[config.mk]
export PLATFORM = sky130hd
export DESIGN_NAME = writeback_stage_n
export DESIGN_NICKNAME = d
export VERILOG_FILES = /design/src/rtl/pipeline_pkg.sv /design/src/rtl/wb_lane.sv /design/src/rtl/writeback_stage_n.sv
export SDC_FILE = /design/constraint.sdc
export NUM_CORES = 1
export LEC_CHECK = 0
export ABC_CLOCK_PERIOD_IN_PS = 3300
export BUFFER_PORTS_ARGS = -buffer_cell sky130_fd_sc_hd__buf_4
export CORE_MARGIN = 2
export CORE_UTILIZATION = 51
export DETAILED_ROUTE_END_ITERATION = 16
export PLACE_DENSITY_LB_ADDON = 0.08
export SLEW_MARGIN = 20
export SYNTH_ARGS = -nofsm -noshare
export SYNTH_HDL_FRONTEND = slang
export SYNTH_SLANG_ARGS = --single-unit
[constraint.sdc]
create_clock -name clk -period 3.3 [get_ports clk]
set_clock_uncertainty 0.1 [all_clocks]
set_input_delay 0.495 -clock clk [delete_from_list [all_inputs] [get_ports clk]]
set_output_delay 0.495 -clock clk [all_outputs]
set_load 0.02 [all_outputs]
[src/rtl/pipeline_pkg.sv]
// Shared definitions for the writeback stage: result-select encodings,
// the default link register and a lane-slicing helper.
package pipeline_pkg;

  localparam logic [1:0] SEL_ALU  = 2'b00;
  localparam logic [1:0] SEL_MEM  = 2'b01;
  localparam logic [1:0] SEL_LINK = 2'b10;

  localparam int LINK_REG_DEFAULT = 31;

  // Lowest bit of lane `lane` in a bus packed as lanes of `width` bits.
  function automatic int lane_lsb(input int lane, input int width);
    return lane * width;
  endfunction

endpackage

[src/rtl/wb_lane.sv]
// One writeback lane: M->W pipeline registers with stall/flush, followed by
// the result mux and the link-register override on the registered values.
module wb_lane
  import pipeline_pkg::*;
#(
  parameter int DW       = 32,
  parameter int RW       = 5,
  parameter int LINK_REG = LINK_REG_DEFAULT
) (
  input  logic          clk,
  input  logic          rst,
  input  logic          stallW,
  input  logic          flushW,
  input  logic          validM,
  input  logic          RegWriteM,
  input  logic          jumpM,
  input  logic [1:0]    MemtoRegM,
  input  logic [DW-1:0] ReadDataM,
  input  logic [DW-1:0] aluoutM,
  input  logic [DW-1:0] PCPlus8M,
  input  logic [RW-1:0] writeregM,
  output logic          valid,
  output logic          reg_write,
  output logic [RW-1:0] write_reg,
  output logic [DW-1:0] result
);

  logic          valid_r;
  logic          reg_write_r;
  logic          jump_r;
  logic [1:0]    sel_r;
  logic [DW-1:0] read_data_r;
  logic [DW-1:0] alu_r;
  logic [DW-1:0] pc_plus8_r;
  logic [RW-1:0] writereg_r;

  // NOTE: sequential state uses non-blocking assignments so every register
  // samples the pre-edge values regardless of statement order.
  always_ff @(posedge clk) begin
    if (!rst) begin
      valid_r     <= 1'b0;
      reg_write_r <= 1'b0;
      jump_r      <= 1'b0;
      sel_r       <= SEL_ALU;
      read_data_r <= '0;
      alu_r       <= '0;
      pc_plus8_r  <= '0;
      writereg_r  <= '0;
    end else if (flushW) begin
      // Only the control bits need clearing; a bubble's data is never used.
      valid_r     <= 1'b0;
      reg_write_r <= 1'b0;
    end else if (!stallW) begin
      valid_r     <= validM;
      reg_write_r <= RegWriteM;
      jump_r      <= jumpM;
      sel_r       <= MemtoRegM;
      read_data_r <= ReadDataM;
      alu_r       <= aluoutM;
      pc_plus8_r  <= PCPlus8M;
      writereg_r  <= writeregM;
    end
  end

  // NOTE: every output of a combinational block gets a default first, so no
  // path can leave it unassigned and infer a latch.
  always_comb begin
    result = alu_r;
    case (sel_r)
      SEL_MEM:  result = read_data_r;
      SEL_LINK: result = pc_plus8_r;
      SEL_ALU:  result = alu_r;
      default:  result = alu_r;
    endcase
  end

  assign valid     = valid_r;
  assign reg_write = reg_write_r;
  assign write_reg = jump_r ? RW'(LINK_REG) : writereg_r;

endmodule

[src/rtl/writeback_stage_n.sv]
// N-lane writeback stage: per-lane registers and result select, same-bundle
// write-conflict resolution (youngest wins), $0 suppression and retire count.
module writeback_stage_n
  import pipeline_pkg::*;
#(
  parameter int LANES    = 2,
  parameter int DW       = 32,
  parameter int RW       = 5,
  parameter int LINK_REG = LINK_REG_DEFAULT,
  parameter int CNT_W    = 32,
  localparam int RTW     = $clog2(LANES + 1)
) (
  input  logic                clk,
  input  logic                rst,
  input  logic                stallW,
  input  logic                flushW,
  input  logic [LANES-1:0]    validM,
  input  logic [LANES-1:0]    RegWriteM,
  input  logic [LANES-1:0]    jumpM,
  input  logic [2*LANES-1:0]  MemtoRegM,
  input  logic [DW*LANES-1:0] ReadDataM,
  input  logic [DW*LANES-1:0] aluoutM,
  input  logic [DW*LANES-1:0] PCPlus8M,
  input  logic [RW*LANES-1:0] writeregM,
  output logic [LANES-1:0]    RegWriteW,
  output logic [DW*LANES-1:0] ResultW,
  output logic [RW*LANES-1:0] WriteRegW,
  output logic [RTW-1:0]      retiredW,
  output logic [CNT_W-1:0]    retire_count
);

  logic [LANES-1:0] lane_valid;
  logic [LANES-1:0] lane_rw;
  logic [LANES-1:0] kill;
  logic [RW-1:0]    lane_wr [LANES];

  for (genvar i = 0; i < LANES; i++) begin : g_lane
    wb_lane #(
      .DW       (DW),
      .RW       (RW),
      .LINK_REG (LINK_REG)
    ) u_lane (
      .clk       (clk),
      .rst       (rst),
      .stallW    (stallW),
      .flushW    (flushW),
      .validM    (validM[i]),
      .RegWriteM (RegWriteM[i]),
      .jumpM     (jumpM[i]),
      .MemtoRegM (MemtoRegM[lane_lsb(i, 2) +: 2]),
      .ReadDataM (ReadDataM[lane_lsb(i, DW) +: DW]),
      .aluoutM   (aluoutM[lane_lsb(i, DW) +: DW]),
      .PCPlus8M  (PCPlus8M[lane_lsb(i, DW) +: DW]),
      .writeregM (writeregM[lane_lsb(i, RW) +: RW]),
      .valid     (lane_valid[i]),
      .reg_write (lane_rw[i]),
      .write_reg (lane_wr[i]),
      .result    (ResultW[lane_lsb(i, DW) +: DW])
    );

    assign WriteRegW[lane_lsb(i, RW) +: RW] = lane_wr[i];
    assign RegWriteW[i] = lane_valid[i] & lane_rw[i] & (lane_wr[i] != '0) & ~kill[i];
  end

  // A lane loses its write when any younger lane in the bundle targets the
  // same register, leaving one enable per register.
  always_comb begin
    kill = '0;
    for (int i = 0; i < LANES; i++) begin
      for (int j = i + 1; j < LANES; j++) begin
        if (lane_valid[j] && lane_rw[j] && (lane_wr[j] == lane_wr[i])) kill[i] = 1'b1;
      end
    end
  end

  always_comb begin
    retiredW = '0;
    for (int i = 0; i < LANES; i++) retiredW = retiredW + RTW'(lane_valid[i]);
  end

  // The W bundle is counted on the edge where it leaves: a normal advance or
  // a flush, so a bundle held by a stall is counted exactly once.
  always_ff @(posedge clk) begin
    if (!rst) begin
      retire_count <= '0;
    end else if (!stallW || flushW) begin
      retire_count <= retire_count + CNT_W'(retiredW);
    end
  end

endmodule

After elaboration in Yosys (flattened, before gate mapping)
Cells that the tools add are included.

Add/sub/neg operators: 2. Equality and inequality tests: 5. Multiplexer cells: 5. Bitwise operators: 9. Reduce and logical (&&, ||, !) cells: 8.

Operators with widths (number): one-hot mux 32 bit (2 select lines) (2); adder 32 x 2 -> 32 bit (1); 2-to-1 mux 5 bit (2); nonzero test 5 bit (2); bitwise AND 1 bit (5); equality test 5 bit (1); equality test 2 x 1 -> 1 bit, second input constant (2); equality test 2 bit, second input constant (2); inverter 1 bit (4); adder 1 x 1 -> 2 bit (1); logical AND 1 bit (2); AND reduction 2 bit (1); OR reduction 2 bit (1); zero test 1 bit (1); logical OR 1 bit (1); 2-to-1 mux 1 bit (1).

Bits in registers: 244. Bits of input ports: 216. Output and inout port bits: 110. Word-level logic and storage cells: 46.

Depth between registers and ports, before layout
Gate-level depths: netlist (run 1).

Word-level depth: 6. Gate-level depth with buffers: 8. Mapped depth without buffers: 7.

Hierarchy
A second synthesis (run 1) with hierarchy kept.

Cells, all modules: 1382. Area, all modules: 11723.7 um2.

Modules (own cells, without submodules): wb_lane (instances 2, cells an instance 599, area each 5056.1 um2, sequential area each 2122.0 um2); writeback_stage_n (instances 1, cells an instance 184, area each 1611.5 um2, sequential area each 640.6 um2).

Worst setup path after synthesis (run 1)
Ideal clock, no wire load.

Path type: flip-flop to flip-flop. From: register g_lane[0].u_lane.valid_r. To: register retire_count[26]. Library setup time: 72 ps. Arrival: 2400 ps. Required time: 3128 ps. Path slack: 728 ps. Stages on the path, launching flop included: 9. Buffers on the path: 1. Clock period less this slack: 2572 ps. Cells stage by stage: dfxtp_1 -> ha_1 -> ha_1 -> inv_1 -> fa_1 -> or3_4 -> buf_6 -> nor4_4 -> mux2i_1.

Word-level cells in the longest chain between the ends: 2.

Ends and longest elaborated chain: start, declared (line wb_lane.sv:28) `logic valid_r;`; start signal, assigned (line wb_lane.sv:54) `valid_r <= validM;`; adder 1 x 1 -> 2 bit (line writeback_stage_n.sv:78) `for (int i = 0; i < LANES; i++) retiredW = retiredW + RTW'(lane_valid[i]);`; via retiredW[0] (line writeback_stage_n.sv:28) `output logic [RTW-1:0] retiredW,`; adder 32 x 2 -> 32 bit (line writeback_stage_n.sv:87) `retire_count <= retire_count + CNT_W'(retiredW);`; end signal, assigned (line writeback_stage_n.sv:87); end, declared (line writeback_stage_n.sv:29) `output logic [CNT_W-1:0] retire_count`.

The timed path passes the listed nets, and every way through them passes these cells. A chain may end at the register's enable or synchronous reset.

Worst setup path after layout (run 1)
From: register g_lane[1].u_lane.sel_r[1]. To: output port ResultW[59].

Word-level cells in the longest chain between the ends: 2. Elaborated cells on any way between the ends: 3. Classes of those cells: eq/ne: 2; mux: 1.

Ends and longest elaborated chain: start, declared (line wb_lane.sv:31) `logic [1:0] sel_r;`; start signal, assigned (line wb_lane.sv:57) `sel_r <= MemtoRegM;`; equality test 2 bit or equality test 2 x 1 -> 1 bit (tied branches) (line wb_lane.sv:69) `case (sel_r)`; one-hot mux 32 bit (2 select lines) (*) (line wb_lane.sv:69); end, declared (line writeback_stage_n.sv:26) `output logic [DW*LANES-1:0] ResultW,`.

Mark *: on every way between the ends. The rest lies on a longest branch, timed or not.

==> results.toml, run 1 <==
[detailed_routing]
drt_first_pass_iters = 5
post_route_antenna_net_violation_count = 0
post_drt_wl_per_cell_um = 15.51
vias = 10190
detailed_route_drc_error_count = 0
detail_route.vias_per_cell = 5.286
routed_wl_mm = 29.91
drt_iter0_drc = 737

[finish]
layout-drive-gt1-share = 0.2437
final_core_utilization = 0.6907
nFillCells = 1746
final-instance-count-excl-fill = 1928
count_of_antenna_diodes_in_the_layout = 0
final_cell_mix = "504 x sky130_fd_sc_hd__nand2_1, 335 x sky130_fd_sc_hd__buf_4, 244 x sky130_fd_sc_hd__dfxtp_1, 227 x sky130_fd_sc_hd__a21oi_1, 69 x sky130_fd_sc_hd__o21ai_0"
finish.net_count = 1862
areaGrowthSynthToFinish_pct = 33.97
mostFrequentLayoutCell = "sky130_fd_sc_hd__nand2_1"
final_area_um2 = 13840

[critical_path]
capturing_element_type_of_the_critical_path = "output port"
timing.reg2reg.setup_slack_ns = 0.62
data_arrival_at_the_endpoint_of_the_critical_path_ns = 2.27
path_class = "register to output port"
critical_path_start_type = "register"
critical_path_required_ns = 2.70
critical_path.max_fanout = 23

[synthesis]
yosysWarnings = 0
synthesis.area_per_instance_um2 = 7.514
sequential_area_share_after_synthesis = 0.4728
syn_inst = 1375
post_synth_instance_area_um2 = 10330
synth_async_sr_flop_share = 0
synth_fp_nets = 1599
ys_dominant_reg_cell = "sky130_fd_sc_hd__dfxtp_1"
count_of_cell_types_in_the_netlist = 49
synth_seq_cells = 244
synth_enable_flop_cells = 0

[power]
power.leakage_nw = 5.509
finalPower_mw = 7.127
total_switching_power_mw = 1.724
seq_power_share = 0.439
power.share.clock = 0.449
power_density_nw_per_um2 = 514.9
vdd_ir_drop_max_mv = 0.3918
internal-power_mw = 5.402
power.share.combinational = 0.112
netSwitchingFraction = 0.2420

[floorplan]
start_util = 0.5156
pin_count = 326
die_area_um2 = 21410
fp.dieH_um = 146.3
num_rows = 52
core_area_um2 = 20040
die_w_um = 146.3

[timing]
setup_total_negative_slack_ns = 0
slew_headroom = 0.4025
setup_viol = 0
setup_slack_of_the_critical_path_after_layout_ns = 0.4332
final_period_minus_worst_setup_slack_ns = 2.867
rsz0062_at_grt = "no"
fmax_mhz = 348.8
slew_violations = 0
fin_crit_sh = 0.8687
worst_margin_pin_slew_ns = 0.8962
timing.hold.ws_ns = 0.1118
hold_violations = 0

[status]
outcome = "finished, final reports clean"

[global_routing]
global_route.overflow_total = 0
grt_max_degree = 111
grt.total_usage = 0.2681
grt_first_pass_wirelength_mm = 47.72
grt_pass1_vias = 9361
grt_antenna_before_repair = 0

[placement]
gp_congestion = 0.9043
placed_cells = 1880
numPortBuffers = 325
post_dp_cell_area_um2 = 12880
post-dp-hpwl_mm = 19.89
dp_slack_ns = 0.6442

[clock_tree]
cts_hold_repair.buffers = 0
cts-root-to-sink-buffers = 3
path_clk_slew_ns = 0.06
post_cts_resize_count = 0
sink_count_of_the_clock_tree = 244
clock_tree.htree_level_count = 1
tritoncts = "built"
ctsRootBufferMaster = "sky130_fd_sc_hd__clkbuf_16"
post_cts_buffers = 0
insertion_delay_ns = 0.52
tritoncts.num_buffers = 26

[min_path]
worstHoldPathType = "input pin to register"

[job]
drv.max_cap_violation_count = 0
final timing paths:
kind	from	endpoint	depth (start not counted)
min reg2reg	g_lane[0].u_lane.read_data_r[25]$_SDFFE_PN0P_	g_lane[0].u_lane.read_data_r[25]$_SDFFE_PN0P_	2
min	RegWriteM[1]	g_lane[1].u_lane.reg_write$_SDFFE_PP0N_	3
max reg2reg	g_lane[0].u_lane.valid$_SDFFE_PP0N_	retire_count[16]$_SDFFE_PN0P_	7
max	g_lane[1].u_lane.sel_r[1]$_SDFFE_PN0P_	ResultW[59]	6
cell usage after synthesis, drive strengths merged, types with 3 or more instances:
cell type	instances	area (µm²)
buf	22	125.1
nand3	5	30.03
or2	8	50.05
xnor2	4	35.03
clkbuf	84	315.3
ha	7	87.58
a21oi	227	1136
o21ai	69	345.3
dfxtp	244	4885
inv	23	86.33
and2	4	25.02
and3	3	18.77
a31oi	3	18.77
a22oi	64	480.5
o31ai	12	90.09
or4	12	90.09
nand4	9	56.30
nor4b	4	35.03
mux2i	11	110.1
nor2	14	52.55
or3	6	42.54
nand2	504	1892
nand2b	8	52.55
nor4	8	95.09
sequential cells by signal, indices dropped and copies added, names as in the netlist:
register                   cells
g_lane.u_lane.alu_r           64
g_lane.u_lane.valid            2
g_lane.u_lane.writereg_r      10
g_lane.u_lane.reg_write        2
g_lane.u_lane.pc_plus8_r      64
retire_count                  32
g_lane.u_lane.read_data_r     64
g_lane.u_lane.sel_r            4
g_lane.u_lane.jump_r           2
kinds of logic (layout without fill, tap and decap cells):
family / after synthesis / in the layout / share of synthesized area
AO/OA/AOI/OAI: 385 / 385 / 0.2080
flip-flops: 244 / 244 / 0.4728
buffers and inverters: 129 / 412 / 0.05098
XOR/XNOR: 6 / 6 / 0.005086
AND/OR/NAND/NOR: 592 / 592 / 0.2421
adder cells (fa/ha/maj): 8 / 8 / 0.01041
multiplexers: 11 / 11 / 0.01066
metal layers:
metal	routed length, µm	vias up	part of all wire	track usage
met2	14180	355	0.47	0.4427
met5	0	-	0	0
li1	-	5162	-	-
met3	2470	67	0.083	0.07313
met4	1077	0	0.036	0.09272
met1	12180	4607	0.41	0.3397
area by class of cell:
type                       count  area (µm²)  share of cell area
clock buffer                  32       734.5             0.05306
sequential                   244        4885              0.3529
clock inverter                16       225.2             0.01627
tap                          270       337.8             0.02441
inverter                      23       91.34            0.006599
multi-input combinational   1002        4933              0.3564
timing repair buffer         341        2635              0.1904
power groups by stage:
stage / logic, mW / registers (mW) / clock network, mW
detailed placement: 0.797 / 3.20 / 0
finish: 0.798 / 3.13 / 3.20
floorplan: 0.417 / 3.18 / 0
CTS: 0.801 / 3.13 / 3.25
global placement: 0.791 / 3.19 / 0
global route: 0.876 / 3.14 / 3.38
critical path, stage by stage, from the launching register on:
cell,delay (ns)
sky130_fd_sc_hd__dfxtp_1,0.33
sky130_fd_sc_hd__inv_1,0.06
sky130_fd_sc_hd__ha_1,0.39
sky130_fd_sc_hd__buf_4,0.37
sky130_fd_sc_hd__a22oi_1,0.11
sky130_fd_sc_hd__o21ai_0,0.29
sky130_fd_sc_hd__buf_4,0.20
No activity file was read; power rests on OpenSTA's default activity.
==> inputs of run 2 (changes only) <==
CELL_PAD_IN_SITES_DETAIL_PLACEMENT = 0   (was default)
CELL_PAD_IN_SITES_GLOBAL_PLACEMENT = 1   (was default)
CORE_UTILIZATION = 39   (was 51)
SYNTH_HIERARCHICAL = 1   (was default)
==> run 2 against run 1 <==
Net effect:
- combinational power increased by 10%
- flip-flop and latch count unchanged
- cell count increased by 4.8%
- synthesized cell count increased by 0.51%
- core utilization decreased by 18 points
- cell area increased by 9.2%
- fmax increased by 1.4%
- register-to-register slack improved by 0.19 ns
- clock power increased by 5%
- worst setup slack improved by 0.040 ns
- critical path depth decreased by 1
- critical endpoint is now ResultW[48]
- highest routed layer unchanged
==> results.toml, run 2 <==
[finish]
final_cell_mix = "334 x sky130_fd_sc_hd__buf_4, 264 x sky130_fd_sc_hd__o21ai_0, 244 x sky130_fd_sc_hd__dfxtp_1, 217 x sky130_fd_sc_hd__a21oi_1, 208 x sky130_fd_sc_hd__or3b_1"
finish.net_count = 1831
mostFrequentLayoutCell = "sky130_fd_sc_hd__buf_4"
final_core_utilization = 0.5098
final_area_um2 = 15110
layout-drive-gt1-share = 0.2505
areaGrowthSynthToFinish_pct = 28.89
biggest_registers_after_layout = "g_lane.u_lane/alu_r (64), g_lane.u_lane/pc_plus8_r (64), g_lane.u_lane/read_data_r (64)"

[timing]
hold_violations = 0
fmax_mhz = 353.8
fin_crit_sh = 0.8566
setup_total_negative_slack_ns = 0
slew_headroom = 0.2647
worst_margin_pin_slew_ns = 1.103
setup_slack_of_the_critical_path_after_layout_ns = 0.4733
slew_violations = 0
setup_viol = 0
rsz0062_at_grt = "no"
final_period_minus_worst_setup_slack_ns = 2.827

[critical_path]
path_class = "register to output port"
critical_path_required_ns = 2.70
crit_cells = 5
cp_top_family = "adder cells"
ff2ff_path_depth = 9
crit_path_cell_trace = "inv_1 > ha_2 > a22oi_1 > o21ai_0 > buf_4"
critical_path.max_fanout = 32
timing.reg2reg.setup_slack_ns = 0.81
crit_path_end = "ResultW[48]"
crit_start = "g_lane[1].u_lane/sel_r[0]$_SDFFE_PN0P_"
critical_path.reg2reg.startpoint = "g_lane[1].u_lane/valid$_SDFFE_PP0N_"
cp_slowest_cell = "sky130_fd_sc_hd__ha_2"
data_arrival_at_the_endpoint_of_the_critical_path_ns = 2.23
critPathBufInv = 2
crit-reg2reg-capture = "retire_count[26]$_SDFFE_PN0P_"
max_stage_delay_ns = 0.66
critical_path_start_type = "register"
capturing_element_type_of_the_critical_path = "output port"

[detailed_routing]
drt_iter0_drc = 785
detail_route.vias_per_cell = 5.308
detailed_route_drc_error_count = 0
post_route_antenna_net_violation_count = 0
vias = 10720
drt_first_pass_iters = 5
routed_wl_mm = 34.26
post_drt_wl_per_cell_um = 16.96

[synthesis]
yosysWarnings = 6
synthTopCellsByArea = "sky130_fd_sc_hd__dfxtp_1 42%, sky130_fd_sc_hd__or3b_1 16%, sky130_fd_sc_hd__o21ai_0 11%"
synthesis.area_per_instance_um2 = 8.483
ys_dominant_reg_cell = "sky130_fd_sc_hd__dfxtp_1"
synth_common_cells = "264 x sky130_fd_sc_hd__o21ai_0, 244 x sky130_fd_sc_hd__dfxtp_1, 217 x sky130_fd_sc_hd__a21oi_1"
synth_async_sr_flop_share = 0
yosysTopAreaCellShare = 0.4166
count_of_cell_types_in_the_netlist = 44
sequential_area_share_after_synthesis = 0.4166
synth_enable_flop_cells = 0
synth_fp_nets = 1606
synth_area_leader_cell = "sky130_fd_sc_hd__dfxtp_1"
synth_seq_cells = 244
syn_inst = 1382
yosysMostFrequentCell = "sky130_fd_sc_hd__o21ai_0"
post_synth_instance_area_um2 = 11720

[clock_tree]
sink_count_of_the_clock_tree = 244
post_cts_buffers = 0
cts-root-to-sink-buffers = 3
tritoncts = "built"
insertion_delay_ns = 0.53
tritoncts.num_buffers = 29
post_cts_resize_count = 0
cts_hold_repair.buffers = 0
clock_tree.htree_level_count = 1
ctsRootBufferMaster = "sky130_fd_sc_hd__clkbuf_16"
path_clk_slew_ns = 0.06

[global_routing]
grt_pass1_vias = 9792
grt_first_pass_wirelength_mm = 52.99
grt_antenna_before_repair = 1
grt_max_degree = 292
global_route.overflow_total = 0
grt.total_usage = 0.2048

[placement]
gp_congestion = 0.7898
numPortBuffers = 325
dp_slack_ns = 0.8522
post-dp-hpwl_mm = 21.45
post_dp_cell_area_um2 = 14090

[floorplan]
die_area_um2 = 31460
die_w_um = 177.4
fp.dieH_um = 177.4
core_area_um2 = 29640
pin_count = 326
num_rows = 63
start_util = 0.3956

[status]
outcome = "finished, final reports clean"

[min_path]
worstHoldPathType = "input pin to register"

[power]
finalPower_mw = 7.350
power_density_nw_per_um2 = 486.4
vdd_ir_drop_max_mv = 0.3367
power.leakage_nw = 5.820

[job]
drv.max_cap_violation_count = 0
==> run 2: changes by cell type in the layout (fill, tap and decap cells not counted), sizes merged, moves of 11 or more <==
cell    previous run  this run
nand2            504        76
o21ai             69       280
or3b               0       208
xor2               2        18
clkbuf            32        45
inv               24        11
nor2              14        27
o31ai             12         0
or4               12         1
==> run 2: metrics by stage <==
| stage | std cells | hold WS (ns) |
|---|---|---|
| floorplan | 1382 | 0.3480 |
| global placement | 1966 | 0.3559 |
| detailed placement | 1966 | 0.3636 |
| CTS | 2019 | 0.06216 |
| global route | 2019 | 0.07776 |
| finish | 2020 | 0.08557 |
==> run 2: where the power goes <==
group	switching, mW	internal (mW)	total (mW)
registers	0.0569	3.07	3.12
clock network	1.24	2.10	3.35
logic	0.474	0.407	0.881
==> run 2: kinds of logic after synthesis <==
kind of cell,synth area share
AO/OA/AOI/OAI,0.2575
AND/OR/NAND/NOR,0.2261
flip-flops,0.4166
buffers and inverters,0.06766
XOR/XNOR,0.01942
adder cells (fa/ha/maj),0.009178
multiplexers,0.003415
==> run 2: metal layers <==
layer	vias up	wire length, µm	GRT usage
met2	280	14990	0.3092
met1	4913	15610	0.2838
li1	5481	-	-
met3	48	2767	0.06020
met4	0	892	0.05567
met5	-	0	0
==> run 2: cell type report <==
| class | instances | area (µm²) |
|---|---|---|
| fillers | 2929 | 14530 |
| well taps | 390 | 488.0 |
| diodes | 1 | 2.502 |
| inverters | 12 | 46.29 |
| repair buffers | 340 | 2618 |
| flip-flops and latches | 244 | 4885 |
| clock buffers | 45 | 905.9 |
| clock inverters | 8 | 115.1 |
| multi-input cells | 980 | 6051 |
==> run 2: worst min-delay path by stage <==
stage                     cells past startpoint                                         from                                          end
after floorplan                               2  g_lane[0].u_lane/writereg_r[0]$_SDFFE_PN0P_  g_lane[0].u_lane/writereg_r[0]$_SDFFE_PN0P_
after global placement                        2  g_lane[1].u_lane/writereg_r[2]$_SDFFE_PN0P_  g_lane[1].u_lane/writereg_r[2]$_SDFFE_PN0P_
after detailed placement                      2  g_lane[1].u_lane/writereg_r[2]$_SDFFE_PN0P_  g_lane[1].u_lane/writereg_r[2]$_SDFFE_PN0P_
after CTS                                     3                                 RegWriteM[1]      g_lane[1].u_lane/reg_write$_SDFFE_PP0N_
after global routing                          3                                 RegWriteM[1]      g_lane[1].u_lane/reg_write$_SDFFE_PP0N_
final                                         3                                 RegWriteM[1]      g_lane[1].u_lane/reg_write$_SDFFE_PP0N_
==> run 2: worst min-delay path, delay by kind of cell <==
| family | cells | cell delay (ns) |
|---|---|---|
| simple gates | 1 | 0.07 |
| buf+inv | 1 | 0.07 |
| mux | 1 | 0.05 |
